<file path="src/rtl/mac_tx_framer.sv">
// rtl/mac_tx_framer.sv - MAC transmit framer: preamble, SFD, payload, pad, CRC-32 FCS, IFG
module mac_tx_framer #(
  parameter int PREAMBLE_LEN = 7,
  parameter int MIN_DATA     = 60,
  parameter int IFG_LEN      = 12
) (
  input  logic       in_clk,
  input  logic       in_rst_n,
  input  logic       in_valid,
  input  logic [7:0] in_data,
  input  logic       in_last,
  output logic       out_ready,
  output logic       out_txen,
  output logic [7:0] out_txd,
  output logic       out_busy,
  output logic       out_underrun
);

  localparam logic [31:0] CRC_POLY = 32'hEDB88320;
  localparam logic [31:0] CRC_INIT = 32'hFFFFFFFF;
  localparam logic [7:0]  PRE_BYTE = 8'h55;
  localparam logic [7:0]  SFD_BYTE = 8'hD5;
  localparam logic [7:0]  PRE_LAST = 8'(PREAMBLE_LEN);
  localparam logic [7:0]  IFG_END  = 8'(IFG_LEN);
  localparam logic [15:0] MIN_CNT  = 16'(MIN_DATA);

  // The SFD has no state of its own: the PRE->DATA edge loads 0xD5, so the
  // SFD byte is on the wire during the first DATA cycle, already accepting.
  typedef enum logic [2:0] {
    S_IDLE,
    S_PRE,
    S_DATA,
    S_PAD,
    S_FCS,
    S_IFG
  } state_t;

  state_t      state_q;
  logic        txen_q;
  logic [7:0]  txd_q;
  logic        busy_q;
  logic        underrun_q;
  logic [31:0] crc_q;
  logic [15:0] data_cnt_q;
  logic [7:0]  pre_cnt_q;
  logic [1:0]  fcs_idx_q;
  logic [7:0]  ifg_cnt_q;

  logic [15:0] data_cnt_inc;
  logic [31:0] crc_data;
  logic [31:0] crc_pad;
  logic [31:0] fcs_word;
  logic [7:0]  fcs_byte;

  // Reflected CRC-32, one byte per call, LSB of the byte first.
  function automatic logic [31:0] crc32_byte(input logic [31:0] c, input logic [7:0] d);
    logic [31:0] r;
    r = c ^ {24'h0, d};
    for (int i = 0; i < 8; i++) begin
      r = r[0] ? ((r >> 1) ^ CRC_POLY) : (r >> 1);
    end
    return r;
  endfunction

  assign data_cnt_inc = (data_cnt_q == 16'hFFFF) ? data_cnt_q : data_cnt_q + 16'd1;
  assign crc_data     = crc32_byte(crc_q, in_data);
  assign crc_pad      = crc32_byte(crc_q, 8'h00);
  assign fcs_word     = ~crc_q;

  // FCS goes out least-significant byte first.
  always_comb begin
    fcs_byte = fcs_word[7:0];
    case (fcs_idx_q)
      2'd0: fcs_byte = fcs_word[7:0];
      2'd1: fcs_byte = fcs_word[15:8];
      2'd2: fcs_byte = fcs_word[23:16];
      2'd3: fcs_byte = fcs_word[31:24];
      default: fcs_byte = fcs_word[7:0];
    endcase
  end

  assign out_ready    = (state_q == S_DATA);
  assign out_txen     = txen_q;
  assign out_txd      = txd_q;
  assign out_busy     = busy_q;
  assign out_underrun = underrun_q;

  // Framing FSM with registered PHY-side outputs.
  always_ff @(posedge in_clk) begin
    if (!in_rst_n) begin
      state_q    <= S_IDLE;
      txen_q     <= 1'b0;
      txd_q      <= 8'h00;
      busy_q     <= 1'b0;
      underrun_q <= 1'b0;
      crc_q      <= CRC_INIT;
      data_cnt_q <= 16'd0;
      pre_cnt_q  <= 8'd0;
      fcs_idx_q  <= 2'd0;
      ifg_cnt_q  <= 8'd0;
    end else begin
      underrun_q <= 1'b0;
      case (state_q)
        S_IDLE: begin
          txen_q <= 1'b0;
          txd_q  <= 8'h00;
          if (in_valid) begin
            busy_q     <= 1'b1;
            txen_q     <= 1'b1;
            crc_q      <= CRC_INIT;
            data_cnt_q <= 16'd0;
            pre_cnt_q  <= 8'd1;
            if (PREAMBLE_LEN == 0) begin
              txd_q   <= SFD_BYTE;
              state_q <= S_DATA;
            end else begin
              txd_q   <= PRE_BYTE;
              state_q <= S_PRE;
            end
          end
        end
        S_PRE: begin
          if (pre_cnt_q >= PRE_LAST) begin
            txd_q   <= SFD_BYTE;
            state_q <= S_DATA;
          end else begin
            txd_q     <= PRE_BYTE;
            pre_cnt_q <= pre_cnt_q + 8'd1;
          end
        end
        S_DATA: begin
          if (in_valid) begin
            txd_q      <= in_data;
            crc_q      <= crc_data;
            data_cnt_q <= data_cnt_inc;
            if (in_last) begin
              fcs_idx_q <= 2'd0;
              state_q   <= (data_cnt_inc < MIN_CNT) ? S_PAD : S_FCS;
            end
          end else begin
            // Source starved mid-frame: abort and count this edge as the first IFG cycle.
            txen_q     <= 1'b0;
            txd_q      <= 8'h00;
            underrun_q <= 1'b1;
            ifg_cnt_q  <= 8'd1;
            state_q    <= S_IFG;
          end
        end
        S_PAD: begin
          txd_q      <= 8'h00;
          crc_q      <= crc_pad;
          data_cnt_q <= data_cnt_inc;
          if (data_cnt_inc >= MIN_CNT) begin
            fcs_idx_q <= 2'd0;
            state_q   <= S_FCS;
          end
        end
        S_FCS: begin
          txd_q <= fcs_byte;
          if (fcs_idx_q == 2'd3) begin
            ifg_cnt_q <= 8'd0;
            state_q   <= S_IFG;
          end else begin
            fcs_idx_q <= fcs_idx_q + 2'd1;
          end
        end
        S_IFG: begin
          txen_q <= 1'b0;
          txd_q  <= 8'h00;
          if (ifg_cnt_q >= IFG_END) begin
            busy_q  <= 1'b0;
            state_q <= S_IDLE;
          end else begin
            ifg_cnt_q <= ifg_cnt_q + 8'd1;
          end
        end
        default: begin
          txen_q  <= 1'b0;
          busy_q  <= 1'b0;
          state_q <= S_IDLE;
        end
      endcase
    end
  end

endmodule

</file>
<file path="config.mk">
export PLATFORM = sky130hd
export DESIGN_NAME = mac_tx_framer
export DESIGN_NICKNAME = d
export VERILOG_FILES = /design/src/rtl/mac_tx_framer.sv
export SDC_FILE = /design/constraint.sdc
export NUM_CORES = 1
export LEC_CHECK = 0
export BUFFER_PORTS_ARGS = -buffer_cell sky130_fd_sc_hd__buf_4
export CORE_MARGIN = 1
export CORE_UTILIZATION = 50
export CTS_CLUSTER_SIZE = 25
export DETAILED_ROUTE_END_ITERATION = 8
export GPL_TIMING_DRIVEN = 0
export PLACE_DENSITY = 0.69
export SKIP_CTS_REPAIR_TIMING = 1
export SLEW_MARGIN = 25
export SYNTH_ARGS = -nofsm -noshare
export SYNTH_HDL_FRONTEND = slang
export SYNTH_SLANG_ARGS = --single-unit
</file>
<file path="constraint.sdc">
create_clock -name in_clk -period 2.1 [get_ports in_clk]
set_input_delay 0.105 -clock in_clk [delete_from_list [all_inputs] [get_ports in_clk]]
set_output_delay 0.105 -clock in_clk [all_outputs]
set_load 0.01 [all_outputs]
</file>
==> results.json, run 1 <==
{
  "p_comb_share_pct": 56.3,
  "vias": 5216,
  "synthArstFlopShare_pct": 0,
  "p_per_area_mw_per_mm2": 1110,
  "yosysSeqAreaShare_pct": 28.8,
  "grt_max_degree": 13,
  "ys_ff_latch": 80,
  "path_class": "flop to flop",
  "grt_setup_unrepaired": "true",
  "die_y_um": 108,
  "synth-adder-area-share_pct": 1.80,
  "cp.required_ps": 2380,
  "pwr-share-clk_pct": 16.4,
  "finalInstanceArea_sq_mm": 0.00643,
  "htreeDepth": 3,
  "drc_errors": 0,
  "power_frac_seq_pct": 27.2,
  "fmax_mhz": 440,
  "die_x_um": 108,
  "grtUsageTotal_pct": 30.0,
  "synth_fp_nets": 703,
  "timing.final.crit_share_pct": 108,
  "row_count": 38,
  "p_sw_mw": 3.06,
  "path_max_fanout": 7,
  "core-area_sq_mm": 0.0108,
  "dpl_cell_area_sq_mm": 0.00585,
  "multi_input_area_sq_mm": 0.00391,
  "syn_avg_cell_area_sq_um": 8.15,
  "synth_top_family_by_area": "XOR/XNOR gates",
  "p_int_mw": 4.06,
  "p_sw_share_pct": 42.9,
  "antenna_found_initial": 0,
  "cts.sinks": 80,
  "cp-start-kind": "flop",
  "violations": "negative setup slack",
  "wirelength_um": 17500,
  "period_needed_ps": 2270,
  "vias_per_cell": 5.99,
  "die-area_sq_mm": 0.0116,
  "grt-ovfl-total": 0,
  "status": "finished with violations",
  "cts_buffers": 9,
  "cts-root-buf": "clkbuf_8",
  "finalSetupViolCount": 5,
  "wl_per_cell_um": 20.0,
  "synth_edf_count": 0,
  "yosys_most_used_dff": "dfxtp_1",
  "initial_core_util_pct": 51.4,
  "drt-pass1-iter-count": 5,
  "critPathArrivalTime_ps": 2550,
  "ant_nets": 0,
  "layout_common_cells": "99 x xnor2_1, 78 x nand2_1, 73 x dfxtp_1, 71 x nor2_1, 42 x a21oi_1",
  "synthCells": 683,
  "dp_hpwl_um": 12200,
  "io_pins": 24,
  "total_power_mw": 7.11,
  "grt_pass1_vias": 4808,
  "yosysUniqueCellTypes": 64,
  "synth_mux_area_share_pct": 0.922,
  "io_buffers": 14,
  "finalWeightedCongestion": 0.939,
  "synth_xor_area_share_pct": 26.2,
  "nets": 746,
  "finalWorstSetupSlack_ps": -173,
  "clkSlewWorstSetupHoldPaths_ps": 90,
  "n_antenna_cell": 0,
  "nFillCells": 1006,
  "final-hold-violation-count": 0,
  "skew_ps": 11.0,
  "layout_commonest_cell": "xnor2_1",
  "drive_above_1_share_pct": 17.8,
  "drtIter0Drc": 467,
  "cp-end-kind": "flop",
  "cts_tree": "built",
  "hold_slack_ps": 195,
  "yosysWarnings": 0,
  "leakage_nw": 2.33,
  "syn-cell-area_sq_mm": 0.00557,
  "final_max_slew_viol_count": 0,
  "peakVddDrop_mv": 0.606,
  "hold_class": "primary input to flop",
  "synth_simple_gate_area_share_pct": 18.9,
  "clk_latency_ps": 380,
  "regArea_sq_mm": 0.00161,
  "grt_pass1_wl_um": 25900,
  "clock_path_buffers": 2,
  "cap_viol_max_count": 0,
  "slew_headroom_pct": 47.2,
  "tightest_slew_ps": 792,
  "synth_compound_area_share_pct": 18.5,
  "areaGrowthSynthToFinish_pct": 15.6
}
[cell type report]
cell class	instances	share of cell area (%)
tap	140	2.72
timing repair buffer	33	3.85
multi-input combinational	541	60.7
sequential	80	25.0
clock buffer	14	2.37
buffer	48	3.87
inverter	13	0.817
clock inverter	2	0.603
[Yosys cell counts, drive strengths merged (2+ instances only)]
| master | n | area (sq um) |
|---|---|---|
| inv | 10 | 37.5 |
| a21o | 2 | 15.0 |
| o311ai | 7 | 61.3 |
| nor3 | 10 | 50.1 |
| dfxtp | 80 | 1600 |
| o22ai | 25 | 156 |
| nor2 | 75 | 284 |
| nand2b | 4 | 25.0 |
| o22a | 9 | 78.8 |
| a21oi | 45 | 225 |
| ha | 8 | 100 |
| xor2 | 31 | 324 |
| and4 | 4 | 35.0 |
| and3 | 8 | 50.1 |
| or2 | 2 | 12.5 |
| nand4 | 8 | 65.1 |
| a311oi | 4 | 35.0 |
| nor2b | 6 | 37.5 |
| a22oi | 2 | 15.0 |
| buf | 18 | 109 |
| clkinv | 3 | 11.3 |
| xnor2 | 112 | 1110 |
| a221oi | 3 | 32.5 |
| mux2i | 4 | 40.0 |
| o221ai | 5 | 43.8 |
| clkbuf | 31 | 118 |
| o21ai | 25 | 129 |
| a31oi | 19 | 119 |
| o211ai | 2 | 15.0 |
| a211oi | 3 | 22.5 |
| nand3b | 3 | 22.5 |
| nand2 | 79 | 297 |
| nand3 | 15 | 75.1 |
| nor4 | 5 | 61.3 |
[through the flow]
step	utilization [%]	setup TNS, ps	worst slack [ps]	cells
2_1_floorplan	-	0	10.8	683
3_3_place_gp	54.0	-11640	-514	837
3_5_place_dp	54.0	-13540	-532	837
4_1_cts	55.8	-15260	-583	853
5_1_grt	59.3	-1280	-291	871
6_report	59.3	-526	-173	871
[worst paths after layout]
path | endpoint | start | slack (ps) | cells after the start
worst min register to register | out_busy | out_busy | 470 | 2
worst max-delay path | state_q[2] | data_cnt_q[3] | -170 | 8
worst max register to register | state_q[2] | data_cnt_q[3] | -170 | 8
worst min-delay path | state_q[2] | in_last | 190 | 4
[sequential cells by signal, summed over array words and instances (netlist names)]
register / cells
crc_q: 32
data_cnt_q: 16
ifg_cnt_q: 8
out_txd: 8
pre_cnt_q: 8
state_q: 3
fcs_idx_q: 2
out_busy: 1
out_txen: 1
out_underrun: 1
[logic make-up after synthesis]
logic type,after synthesis
simple gates,224
compound gates,160
flops,80
xor+xnor,144
mux,5
buf+inv,62
fa+ha+maj,8
[metal layers]
metal	vias up	track usage, %	share of wire (%)
li1	2450	-	-
met2	227	49.9	48
met1	2501	38.5	42
met5	-	0	0
met4	0	14.2	3.2
met3	38	3.39	6.5
[power by group through the flow]
stage                     Clock (mW)  Combinational, mW  Sequential [mW]
after floorplan                    0               2.89             1.90
after global placement             0               3.65             1.93
after detailed placement           0               3.70             1.94
after CTS                       1.17               3.71             1.90
after global routing            1.24               4.30             1.96
final                           1.17               4.01             1.94
[critical path, cell delays in order, from the launching register on]
cell,delay [ps]
dfxtp_1,310
clkbuf_2,180
nand4_1,110
buf_4,180
a2111oi_1,500
a21oi_1,140
nor4_4,390
nand2_2,120
o211a_1,230
No activity file was read; power rests on OpenSTA's default activity.
==> inputs of run 2 (changes only) <==
CORE_ASPECT_RATIO = 1.75   (was not set)
==> run 2 against run 1 <==
The run still ends with negative setup slack left. First-iteration DRC count decreased by 23%. Worst setup slack better by 16 ps. Wire length increased by 3.0%. Clock skew down 4.9 ps. Fmax up 0.73%. Global-route usage rose by 2.0 points. Hold slack better by 19 ps. Count of clock-buffer cells in the layout shrank 5. Largest cell class unchanged. Flip-flop and latch count unchanged.
==> results.json, run 2 (synthesized netlist as in run 1, its figures left out) <==
{
  "clock_path_buffers": 2,
  "crit_path_cell_trace": "buf_6 > nand4_1 > nor4_4 > and3_4 > o22ai_4 > nor4_4 > nand2_2 > o211a_1",
  "r2r_end": "state_q[2]",
  "crit-reg2reg-launch": "data_cnt_q[9]",
  "cp-end-kind": "flop",
  "peakVddDrop_mv": 0.712,
  "finalWorstSetupSlack_ps": -156,
  "cts-root-buf": "clkbuf_16",
  "ff2ff_path_depth": 8,
  "cap_viol_max_count": 0,
  "cts_tree": "built",
  "period_needed_ps": 2260,
  "tns_ps": -326,
  "drive_above_1_share_pct": 19.1,
  "path_max_fanout": 5,
  "cts_buffers": 9,
  "cp_num_cells": 8,
  "hold_slack_ps": 214,
  "grtUsageTotal_pct": 32.0,
  "biggestRegsByFlops": "crc_q: 32 flops, data_cnt_q: 16 flops",
  "hold_class": "primary input to flop",
  "min_from": "in_rst_n",
  "vias_per_cell": 6.11,
  "path_buf_inv": 1,
  "row_count": 50,
  "core-area_sq_mm": 0.0108,
  "nFillCells": 996,
  "crit_start": "data_cnt_q[9]",
  "die-area_sq_mm": 0.0116,
  "grt_setup_unrepaired": "true",
  "cts.sinks": 80,
  "final_util_pct": 61.5,
  "ff2ff_setup_slack_ps": -160,
  "die_x_um": 81.8,
  "regMostFlops": "crc_q",
  "grt_max_degree": 18,
  "clk_latency_ps": 360,
  "cp.required_ps": 2350,
  "drt-pass1-iter-count": 5,
  "layout_common_cells": "99 x xnor2_1, 77 x nand2_1, 74 x dfxtp_1, 73 x nor2_1, 46 x buf_4",
  "grt-ovfl-total": 0,
  "fmax_mhz": 443,
  "cp_common_cell": "nor4_4",
  "final-hold-violation-count": 0,
  "clkSlewWorstSetupHoldPaths_ps": 70,
  "vias": 5311,
  "p_per_area_mw_per_mm2": 1160,
  "drc_errors": 0,
  "nets": 754,
  "dp_slack_ps": -491,
  "critPathArrivalTime_ps": 2510,
  "path_delay_family": "simple AND/OR/NAND/NOR gates",
  "initial_core_util_pct": 51.7,
  "layout_commonest_cell": "xnor2_1",
  "status": "finished with violations",
  "grt_pass1_wl_um": 27100,
  "final_max_slew_viol_count": 0,
  "n_antenna_cell": 0,
  "wl_per_cell_um": 20.7,
  "worst_path_max_delay_cell": "nor4_4",
  "finalWeightedCongestion": 1.01,
  "drtIter0Drc": 359,
  "ant_nets": 0,
  "max_stage_delay_ps": 430,
  "areaGrowthSynthToFinish_pct": 18.9,
  "leakage_nw": 2.44,
  "die_y_um": 142,
  "dp_hpwl_um": 13100,
  "tightest_slew_ps": 688,
  "largest_reg_flops": 32,
  "cp-start-kind": "flop",
  "violations": "negative setup slack",
  "wirelength_um": 18000,
  "htreeDepth": 3,
  "slew_headroom_pct": 54.1,
  "crit_end": "state_q[2]",
  "path_class": "flop to flop",
  "skew_ps": 6.14,
  "grt_pass1_vias": 5048,
  "finalSetupViolCount": 4,
  "io_buffers": 14,
  "antenna_found_initial": 0,
  "timing.final.crit_share_pct": 107,
  "io_pins": 24
}
run 2: changes by cell type in the layout (fill, tap and decap cells not counted), moves of 3 or more:
cell / before / now
buf_4: 36 / 46
dfxtp_2: 7 / 4
inv_8: 0 / 4
clkbuf_16: 0 / 9
clkbuf_8: 10 / 0
clkbuf_1: 24 / 19
run 2: routing by layer:
layer | vias to the layer above | wire [um] | share of wire (%) | global-route usage, %
li1 | 2476 | - | - | -
met1 | 2572 | 6410 | 36 | 33.9
met2 | 211 | 9690 | 54 | 57.4
met3 | 52 | 806 | 4.5 | 3.09
met4 | 0 | 1060 | 5.9 | 21.2
met5 | - | 0 | 0 | 0
run 2: worst reg2reg max path: stages (launching register included):
cell     delay, ps
dfxtp_2        320
buf_6          100
nand4_1        200
nor4_4         430
and3_4         260
o22ai_4         70
nor4_4         380
nand2_2        140
o211a_1        240
run 2: worst min-delay path by stage:
stage,to,slack (ps),cells past startpoint
6_report,crc_q[5],210,3
3_5_place_dp,out_busy,460,2
4_1_cts,out_txd[7],200,5
2_1_floorplan,out_txd[7],380,4
5_1_grt,out_txd[7],270,5
3_3_place_gp,out_busy,450,2
run 2: cell type report:
type                       instances  area, sq um  share of cell area [%]
multi-input combinational        541         3920                    59.2
sequential                        80         1610                    24.4
timing repair buffer              43          335                    5.06
buffer                            46          241                    3.65
clock buffer                       9          225                    3.40
tap                              130          163                    2.46
clock inverter                     7         70.1                    1.06
inverter                          13         52.6                   0.794
run 2: through the flow:
step                      power (mW)  area [sq um]  std cells
after floorplan                 4.78          5570        683
after global placement          5.61          5840        827
after detailed placement        5.65          5840        827
after CTS                       7.25          6140        843
after global routing            8.07          6620        869
final                           7.70          6620        869
run 2: power breakdown:
group	switching [mW]	leakage, nW	total (mW)	internal [mW]
clock network	0.762	0.144	1.60	0.841
registers	0.227	0.654	1.95	1.72
logic	2.28	1.64	4.15	1.87
==> inputs of run 3 (changes only) <==
--- a/config.mk
+++ b/config.mk
@@ -10,3 +10,3 @@
 export CORE_MARGIN = 1
-export CORE_UTILIZATION = 50
+export CORE_UTILIZATION = 25
 export CTS_CLUSTER_SIZE = 25
@@ -14,3 +14,2 @@
 export GPL_TIMING_DRIVEN = 0
-export PLACE_DENSITY = 0.69
 export SKIP_CTS_REPAIR_TIMING = 1
==> constraint.sdc (replaced) <==
create_clock -name in_clk -period 2.1 [get_ports in_clk]
set_input_delay 0.63 -clock in_clk [delete_from_list [all_inputs] [get_ports in_clk]]
set_output_delay 0.63 -clock in_clk [all_outputs]
set_load 0.01 [all_outputs]
==> run 3 against run 2 <==
The run still ends with negative setup slack left. Sequential share of layout area down 1.0 points. Count of clock-buffer cells in the layout up 2. Power is 3.6% higher. Via count is 2.1% lower. Fmax hardly changed. Die area is 98% higher. Highest routed layer unchanged.
==> results.json, run 3 (synthesized netlist as in run 1, its figures left out) <==
{
  "nets": 751,
  "violations": "negative setup slack",
  "vias_per_cell": 5.06,
  "min_to": "out_busy",
  "io_pins": 24,
  "cts-root-buf": "clkbuf_16",
  "cts_buffers": 9,
  "areaGrowthSynthToFinish_pct": 24.2,
  "grt-ovfl-total": 0,
  "peakVddDrop_mv": 0.509,
  "tightest_slew_ps": 677,
  "path_delay_family": "simple AND/OR/NAND/NOR gates",
  "path_class": "flop to flop",
  "die_x_um": 115,
  "biggestRegsByFlops": "crc_q: 32 flops, data_cnt_q: 16 flops",
  "crit_path_cell_trace": "buf_6 > nand4_1 > buf_4 > nor4_4 > and3_1 > o22ai_2 > nor4_4 > nand2_2 > buf_4 > o2bb2ai_1",
  "grt_max_degree": 14,
  "ff2ff_setup_slack_ps": -160,
  "crit-reg2reg-launch": "data_cnt_q[9]",
  "final-hold-violation-count": 0,
  "drt-pass1-iter-count": 5,
  "clkSlewWorstSetupHoldPaths_ps": 70,
  "layout_commonest_cell": "xnor2_1",
  "r2r_end": "state_q[0]",
  "dp_slack_ps": -851,
  "p_per_area_mw_per_mm2": 1150,
  "p_int_mw": 4.75,
  "row_count": 71,
  "hold_class": "flop to flop",
  "ant_nets": 0,
  "finalSetupViolCount": 4,
  "timing.final.crit_share_pct": 107,
  "cp.required_ps": 2390,
  "ff2ff_path_depth": 10,
  "cp-end-kind": "flop",
  "drive_above_1_share_pct": 20.4,
  "min_delay_path_depth": 2,
  "layout_common_cells": "97 x xnor2_1, 77 x nand2_1, 73 x dfxtp_1, 72 x nor2_1",
  "slew_headroom_pct": 54.8,
  "cts.sinks": 80,
  "clock_path_buffers": 2,
  "vias": 5198,
  "io_buffers": 14,
  "antenna_found_initial": 0,
  "drc_errors": 0,
  "fmax_mhz": 443,
  "power_frac_seq_pct": 24.5,
  "p_sw_share_pct": 40.4,
  "clk_latency_ps": 350,
  "finalWorstSetupSlack_ps": -157,
  "die-area_sq_mm": 0.0229,
  "regArea_sq_mm": 0.00162,
  "max_stage_delay_ps": 410,
  "dp_hpwl_um": 14100,
  "largest_reg_flops": 32,
  "pwr-share-clk_pct": 23.8,
  "cap_viol_max_count": 0,
  "grt_pass1_vias": 5103,
  "wl_per_cell_um": 18.3,
  "wirelength_um": 18900,
  "path_max_fanout": 6,
  "initial_core_util_pct": 25.7,
  "min_from": "out_busy",
  "critPathArrivalTime_ps": 2550,
  "cp-start-kind": "flop",
  "grt_pass1_wl_um": 28000,
  "leakage_nw": 2.46,
  "grtUsageTotal_pct": 16.6,
  "die_y_um": 199,
  "drtIter0Drc": 359,
  "period_needed_ps": 2260,
  "cts_tree": "built",
  "regMostFlops": "crc_q",
  "n_antenna_cell": 0,
  "skew_ps": 10.1,
  "core-area_sq_mm": 0.0217,
  "finalWeightedCongestion": 0.940,
  "p_sw_mw": 3.23,
  "worst_path_max_delay_cell": "nor4_4",
  "tns_ps": -417,
  "final_max_slew_viol_count": 0,
  "p_comb_share_pct": 51.7,
  "nFillCells": 2317,
  "status": "finished with violations",
  "total_power_mw": 7.98,
  "multi_input_area_sq_mm": 0.00396,
  "path_buf_inv": 3,
  "htreeDepth": 3,
  "grt_setup_unrepaired": "true"
}
-- run 3: cell count changes in the layout (fill, tap and decap cells not counted), moves of 2 or more --
cell	delta
clkbuf_8	+2
buf_4	-4
buf_6	+4
clkbuf_2	+4
xnor2_1	-2
inv_8	-4
bufinv_16	+3
clkbuf_1	-5
-- run 3: routing by layer --
layer / track usage, % / part of all wire [%] / up-vias
li1: - / - / 2477
met2: 31.4 / 54 / 166
met4: 14.3 / 7.3 / 0
met5: 0 / 0 / -
met1: 15.3 / 35 / 2490
met3: 2.15 / 3.6 / 65
-- run 3: worst max path at each step --
stage                        from    endpoint  slack (ps)  cells past startpoint
global route        data_cnt_q[9]  state_q[0]        -230                     10
finish              data_cnt_q[9]  state_q[0]        -160                     10
global placement         in_valid   crc_q[15]        -910                      6
detailed placement       in_valid   crc_q[26]        -850                      7
floorplan              in_data[1]   crc_q[20]           3                      8
CTS                      in_valid   crc_q[26]        -530                      7
-- run 3: tightest hold or removal path: cells and delay by family (launching register included) --
family             cells  cell delay [ps]
DFF                    1              320
and+or+nand+nor        1               50
AOI/OAI and AO/OA      1               50
-- run 3: area by class of cell --
type | instances | share of cell area (%)
inverters | 13 | 0.760
clock inverters | 5 | 1.48
multi-input cells | 541 | 57.3
flip-flops and latches | 80 | 23.4
repair buffers | 40 | 4.34
well taps | 292 | 5.29
clock buffers | 11 | 3.66
plain buffers | 46 | 3.84
-- run 3: power groups by stage --
| stage | Clock, mW | Combinational, mW | Sequential [mW] |
|---|---|---|---|
| 2_1_floorplan | 0 | 2.92 | 1.90 |
| 3_3_place_gp | 0 | 3.77 | 1.95 |
| 3_5_place_dp | 0 | 3.80 | 1.95 |
| 4_1_cts | 1.90 | 3.81 | 1.92 |
| 5_1_grt | 1.97 | 4.41 | 1.98 |
| 6_report | 1.90 | 4.12 | 1.95 |
-- run 3: metrics by stage --
stage	utilization [%]	hold WS, ps	std cells	instance area (sq um)
floorplan	-	438	683	5630
global placement	28.2	456	989	6100
CTS	29.8	480	1005	6460
global route	31.9	504	1028	6910
detailed placement	28.2	465	989	6110
finish	31.9	473	1028	6910
